===== src/rtl/compare_alarm_fsm.sv =====
// Debounces comparator "A greater" flags into an alarm with hysteresis, edge pulses, GT count, one-hot error.
// Latency: one cycle; every output is registered and reflects the sample taken on the previous edge.
// No backpressure: a sample is consumed on every cycle with cmp_valid=1, and invalid cycles hold all state.
module compare_alarm_fsm #(
  parameter int unsigned ASSERT_CNT   = 3,
  parameter int unsigned DEASSERT_CNT = 2,
  parameter int unsigned CNT_W        = 8
) (
  input  logic             clk,
  input  logic             rst_n,
  input  logic             cmp_valid,
  input  logic             a_greater,
  input  logic             a_b_equal,
  input  logic             b_greater,
  input  logic             clr_count,
  output logic             alarm,
  output logic             alarm_rise,
  output logic             alarm_fall,
  output logic [CNT_W-1:0] gt_count,
  output logic             err_onehot
);

  typedef enum logic [1:0] {
    IDLE      = 2'd0,
    ARMING    = 2'd1,
    ALARM     = 2'd2,
    RELEASING = 2'd3
  } state_e;

  localparam logic [3:0]       ASSERT_C   = 4'(ASSERT_CNT);
  localparam logic [3:0]       DEASSERT_C = 4'(DEASSERT_CNT);
  localparam logic [CNT_W-1:0] CNT_MAX    = '1;
  localparam logic [CNT_W-1:0] CNT_ONE    = CNT_W'(1);

  state_e           state_q, state_d;
  logic [3:0]       streak_q, streak_d;
  logic             alarm_q, alarm_d;
  logic             rise_q, rise_d;
  logic             fall_q, fall_d;
  logic             err_q, err_d;
  logic [CNT_W-1:0] gt_count_q, gt_count_d;

  logic       one_hot;
  logic       is_gt;
  logic       is_ngt;
  logic       is_bad;
  logic [3:0] streak_inc;

  assign one_hot    = $onehot({a_greater, a_b_equal, b_greater});
  assign is_gt      = cmp_valid & one_hot & a_greater;
  assign is_ngt     = cmp_valid & one_hot & ~a_greater;
  assign is_bad     = cmp_valid & ~one_hot;
  assign streak_inc = streak_q + 4'd1;

  // Next-state, streak and registered-output logic; malformed samples leave state and streak alone.
  always_comb begin
    state_d    = state_q;
    streak_d   = streak_q;
    rise_d     = 1'b0;
    fall_d     = 1'b0;
    err_d      = is_bad;
    gt_count_d = gt_count_q;

    case (state_q)
      IDLE: begin
        if (is_gt) begin
          if (ASSERT_C == 4'd1) begin
            state_d  = ALARM;
            streak_d = 4'd0;
            rise_d   = 1'b1;
          end else begin
            state_d  = ARMING;
            streak_d = 4'd1;
          end
        end
      end
      ARMING: begin
        if (is_gt) begin
          if (streak_inc == ASSERT_C) begin
            state_d  = ALARM;
            streak_d = 4'd0;
            rise_d   = 1'b1;
          end else begin
            streak_d = streak_inc;
          end
        end else if (is_ngt) begin
          state_d  = IDLE;
          streak_d = 4'd0;
        end
      end
      ALARM: begin
        if (is_ngt) begin
          if (DEASSERT_C == 4'd1) begin
            state_d  = IDLE;
            streak_d = 4'd0;
            fall_d   = 1'b1;
          end else begin
            state_d  = RELEASING;
            streak_d = 4'd1;
          end
        end
      end
      RELEASING: begin
        if (is_ngt) begin
          if (streak_inc == DEASSERT_C) begin
            state_d  = IDLE;
            streak_d = 4'd0;
            fall_d   = 1'b1;
          end else begin
            streak_d = streak_inc;
          end
        end else if (is_gt) begin
          // Falling back into ALARM is not a new rise, so no pulse here.
          state_d  = ALARM;
          streak_d = 4'd0;
        end
      end
      default: begin
        state_d  = IDLE;
        streak_d = 4'd0;
      end
    endcase

    alarm_d = (state_d == ALARM) || (state_d == RELEASING);

    // Clear wins over a same-cycle increment; the counter sticks at all-ones.
    if (clr_count) begin
      gt_count_d = '0;
    end else if (is_gt && (gt_count_q != CNT_MAX)) begin
      gt_count_d = gt_count_q + CNT_ONE;
    end
  end

  // State and output registers; reset drops alarm silently without a fall pulse.
  always_ff @(posedge clk or negedge rst_n) begin
    if (!rst_n) begin
      state_q    <= IDLE;
      streak_q   <= 4'd0;
      alarm_q    <= 1'b0;
      rise_q     <= 1'b0;
      fall_q     <= 1'b0;
      err_q      <= 1'b0;
      gt_count_q <= '0;
    end else begin
      state_q    <= state_d;
      streak_q   <= streak_d;
      alarm_q    <= alarm_d;
      rise_q     <= rise_d;
      fall_q     <= fall_d;
      err_q      <= err_d;
      gt_count_q <= gt_count_d;
    end
  end

  assign alarm      = alarm_q;
  assign alarm_rise = rise_q;
  assign alarm_fall = fall_q;
  assign err_onehot = err_q;
  assign gt_count   = gt_count_q;

endmodule

===== config.mk =====
export PLATFORM = sky130hd
export DESIGN_NAME = compare_alarm_fsm
export DESIGN_NICKNAME = d
export VERILOG_FILES = /design/src/rtl/compare_alarm_fsm.sv
export SDC_FILE = /design/constraint.sdc
export NUM_CORES = 1
export LEC_CHECK = 0
export CORE_MARGIN = 1
export CORE_UTILIZATION = 28
export CTS_CLUSTER_DIAMETER = 50
export CTS_CLUSTER_SIZE = 8
export DETAILED_ROUTE_END_ITERATION = 16
export SLEW_MARGIN = 20
export SYNTH_ARGS = -nofsm -noshare
export SYNTH_HDL_FRONTEND = slang
export SYNTH_SLANG_ARGS = --single-unit

===== constraint.sdc =====
create_clock -name clk -period 1.8 [get_ports clk]
set_input_delay 0.27 -clock clk [delete_from_list [all_inputs] [get_ports clk]]
set_output_delay 0.27 -clock clk [all_outputs]
set_load 0.01 [all_outputs]

==> results.toml <==
[die]
rows = 22
die-area_um2 = 4070
die_x_um = 63.8
die_y_um = 63.8
io_pins = 19
core_area_um2 = 3660
initial_utilization = 0.292

[timing]
finalHoldViolCount = 0
finalSetupViolCount = 0
fin_worst_skew_ps = 3.64
timing.fmax_mhz = 573
tightest_slew_ps = 395
fin_ws_ps = 54.0
post-route-period-util = 0.970
slew_violations = 0
finalCriticalPeriod_ps = 1750
rsz0062_at_grt = "yes"
max_slew_margin = 0.734

[pwr]
p_comb_frac = 0.225
power.switching_uw = 274
intPower_uw = 649
seq_power_share = 0.465
powerDensity_nw_per_um2 = 639
ir_worst_vdd_mv = 0.347
sw_frac_of_total = 0.297
power_frac_clock = 0.309
p_leak_uw = 0.000609

[grt]
grt_max_degree = 18
grt_pass1_wl_um = 3800
grt-ovfl-total = 0
grt_pass1_vias = 840
antenna_found_initial = 0
grt_use_total = 0.119

[place]
dpl.hpwl_um = 1730
numPortBuffers = 18
gp_congestion = 0.859
dp_slack_ps = -550

[setup_path]
crit_chain = "clkdlybuf4s15_1 > inv_1 > fa_1 > nand3b_4 > or3_4 > o31ai_4 > buf_4 > a311oi_2"
max_stage_delay_ps = 510
cp-end-kind = "flip-flop"
cp-start-kind = "input pin"
crit_required_ps = 1920
crit_arrival_ps = 1870
critPathKind = "in -> reg"
path_buf_inv = 3
worstPathMaxFanout = 3
slowest_stage = "fa_1"
crit_family = "simple AND/OR/NAND/NOR gates"

[route]
wl_per_cell_um = 11.5
dr_total_vias = 907
route.detailed.drc = 0
first_iter_violations = 12
avgViaCountPerCell = 4.63
drt_pass1_iterations = 4
routed_wl_um = 2260
antenna_left = 0

[cts]
cts_root_buf = "clkbuf_8"
cts_buffer_depth = 2
hold_buffers = 0
insertion_delay_ps = 250
h-tree-depth = 1
numCtsBuffers = 3
cts_tree = "built"
cts.sinks = 17
clk_transition_reported_paths_ps = 70

[synth]
ys_ff_latch = 17
ys_seq_area_frac = 0.398
synth_flop_cell = "dfrtp_1"
avgSynthCellArea_um2 = 9.21
syn_inst = 116
synth.distinct_cells = 34
synth-async-reset-ratio = 1.00
yosys_warnings = 0
synthesis.nets = 128
syn_area_um2 = 1070
synth_edf_count = 0

[layout]
area_delta_synth_final_pct = 35.1
n_antenna_cell = 0
drive_gt1_frac = 0.209
fin_util = 0.394
fin_nets = 161

[run]
cap_violations = 0

[run_status]
status = "completed"

[worst_hold_path]
hp-class = "in -> async"
## area by class of cell
type	instances	area, um2
Tap cell	48	60.1
Clock inverter	1	5.00
Fill cell	365	2220
Timing Repair Buffer	32	280
Inverter	9	33.8
Clock buffer	3	41.3
Sequential cell	17	425
Multi-Input combinational cell	86	598
## power by group through the flow
| stage | combinational (uW) | clock [uW] | sequential, uW |
|---|---|---|---|
| 2_1_floorplan | 134 | 0 | 433 |
| 3_3_place_gp | 196 | 0 | 434 |
| 3_5_place_dp | 200 | 0 | 437 |
| 4_1_cts | 201 | 296 | 430 |
| 5_1_grt | 233 | 312 | 435 |
| 6_report | 208 | 286 | 430 |
## layout by cell type, fill, tap and decap left out, drive strengths merged
cell	instances
nor3	7
o31ai	2
clkbuf	3
o211ai	2
nor2	13
ha	4
and3b	1
nand2	12
nor2b	1
inv	9
a21o	1
a311oi	1
clkinv	1
xor2	2
clkdlybuf4s15	2
and3	2
fa	1
o21ai	5
o22ai	1
nand2b	1
nand3	8
or3	2
nand3b	1
dfrtp	17
mux2i	1
a21oi	6
xnor2	5
a211o	1
clkdlybuf4s50	15
and2	1
a21boi	1
nand4	4
buf	15
## Yosys cell counts, drive strengths merged, types with 2 or more instances
library cell / count / share of area
xor2: 2 / 0.016
xnor2: 5 / 0.041
nand2: 12 / 0.042
o31ai: 2 / 0.019
or3: 2 / 0.012
nor2: 13 / 0.046
and3: 2 / 0.012
nor3: 7 / 0.033
o211ai: 2 / 0.032
dfrtp: 17 / 0.40
nand3: 8 / 0.037
buf: 3 / 0.026
ha: 4 / 0.047
a21oi: 6 / 0.035
inv: 9 / 0.032
o21ai: 5 / 0.023
nand4: 4 / 0.023
## worst reg2reg max path: cells and delay by family (launching register included)
family	cells	cell delay [ps]
flip-flops	1	390
AND/OR/NAND/NOR	1	160
adder cells (fa/ha/maj)	1	230
AO/OA/AOI/OAI	4	830
## cells by family after synthesis
group,share of synthesized area
compound gates,0.151
xor+xnor,0.0574
fa+ha+maj,0.0656
buf+inv,0.0667
flops,0.398
mux,0.00937
simple gates,0.252
## repair_timing
| action | 4_1_cts | 5_1_grt |
|---|---|---|
| setup buffers | 1 | 0 |
| gates resized for setup | 9 | 2 |
| hold endpoints to repair | 0 | 0 |
| pin swaps | 4 | 4 |
| setup endpoints to repair | 16 | 6 |
## registers in the layout, indices dropped and copies added (netlist names)
name / count
err_onehot: 1
alarm_fall: 1
state_q: 1
alarm_rise: 1
streak_q: 4
gt_count: 8
alarm: 1
## routing by layer
metal,track usage,part of all wire,up-vias,routed length (um)
met5,0,0,-,0
met4,0.0426,0.0089,0,20
met3,0.0179,0.017,2,39
met2,0.191,0.49,11,1100
met1,0.162,0.49,431,1100
li1,-,-,463,-
## worst paths after layout
| kind | startpoint | endpoint | slack, ps | cells after the start |
|---|---|---|---|---|
| worst max-delay path | a_b_equal | alarm | 50 | 8 |
| worst min-delay path | rst_n | gt_count[1] | 340 | 2 |
| worst max register to register | streak_q[0] | streak_q[0] | 110 | 6 |
| worst min register to register | gt_count[7] | gt_count[7] | 580 | 2 |
| max in group asynchronous | rst_n | alarm_fall | 1270 | 2 |
| min in group clk | a_greater | alarm | 430 | 4 |
## per-stage QoR
step	setup TNS, ps	power (uW)	std cells	cell area (um2)	hold slack (ps)
finish	0	923	196	1440	341
floorplan	-15.9	567	116	1080	-25.6
CTS	0	927	196	1430	349
global placement	-6270	631	191	1380	555
detailed placement	-7030	636	191	1380	567
global route	-10.4	979	196	1440	364
Note: power is estimated with default switching activity, not from simulation.
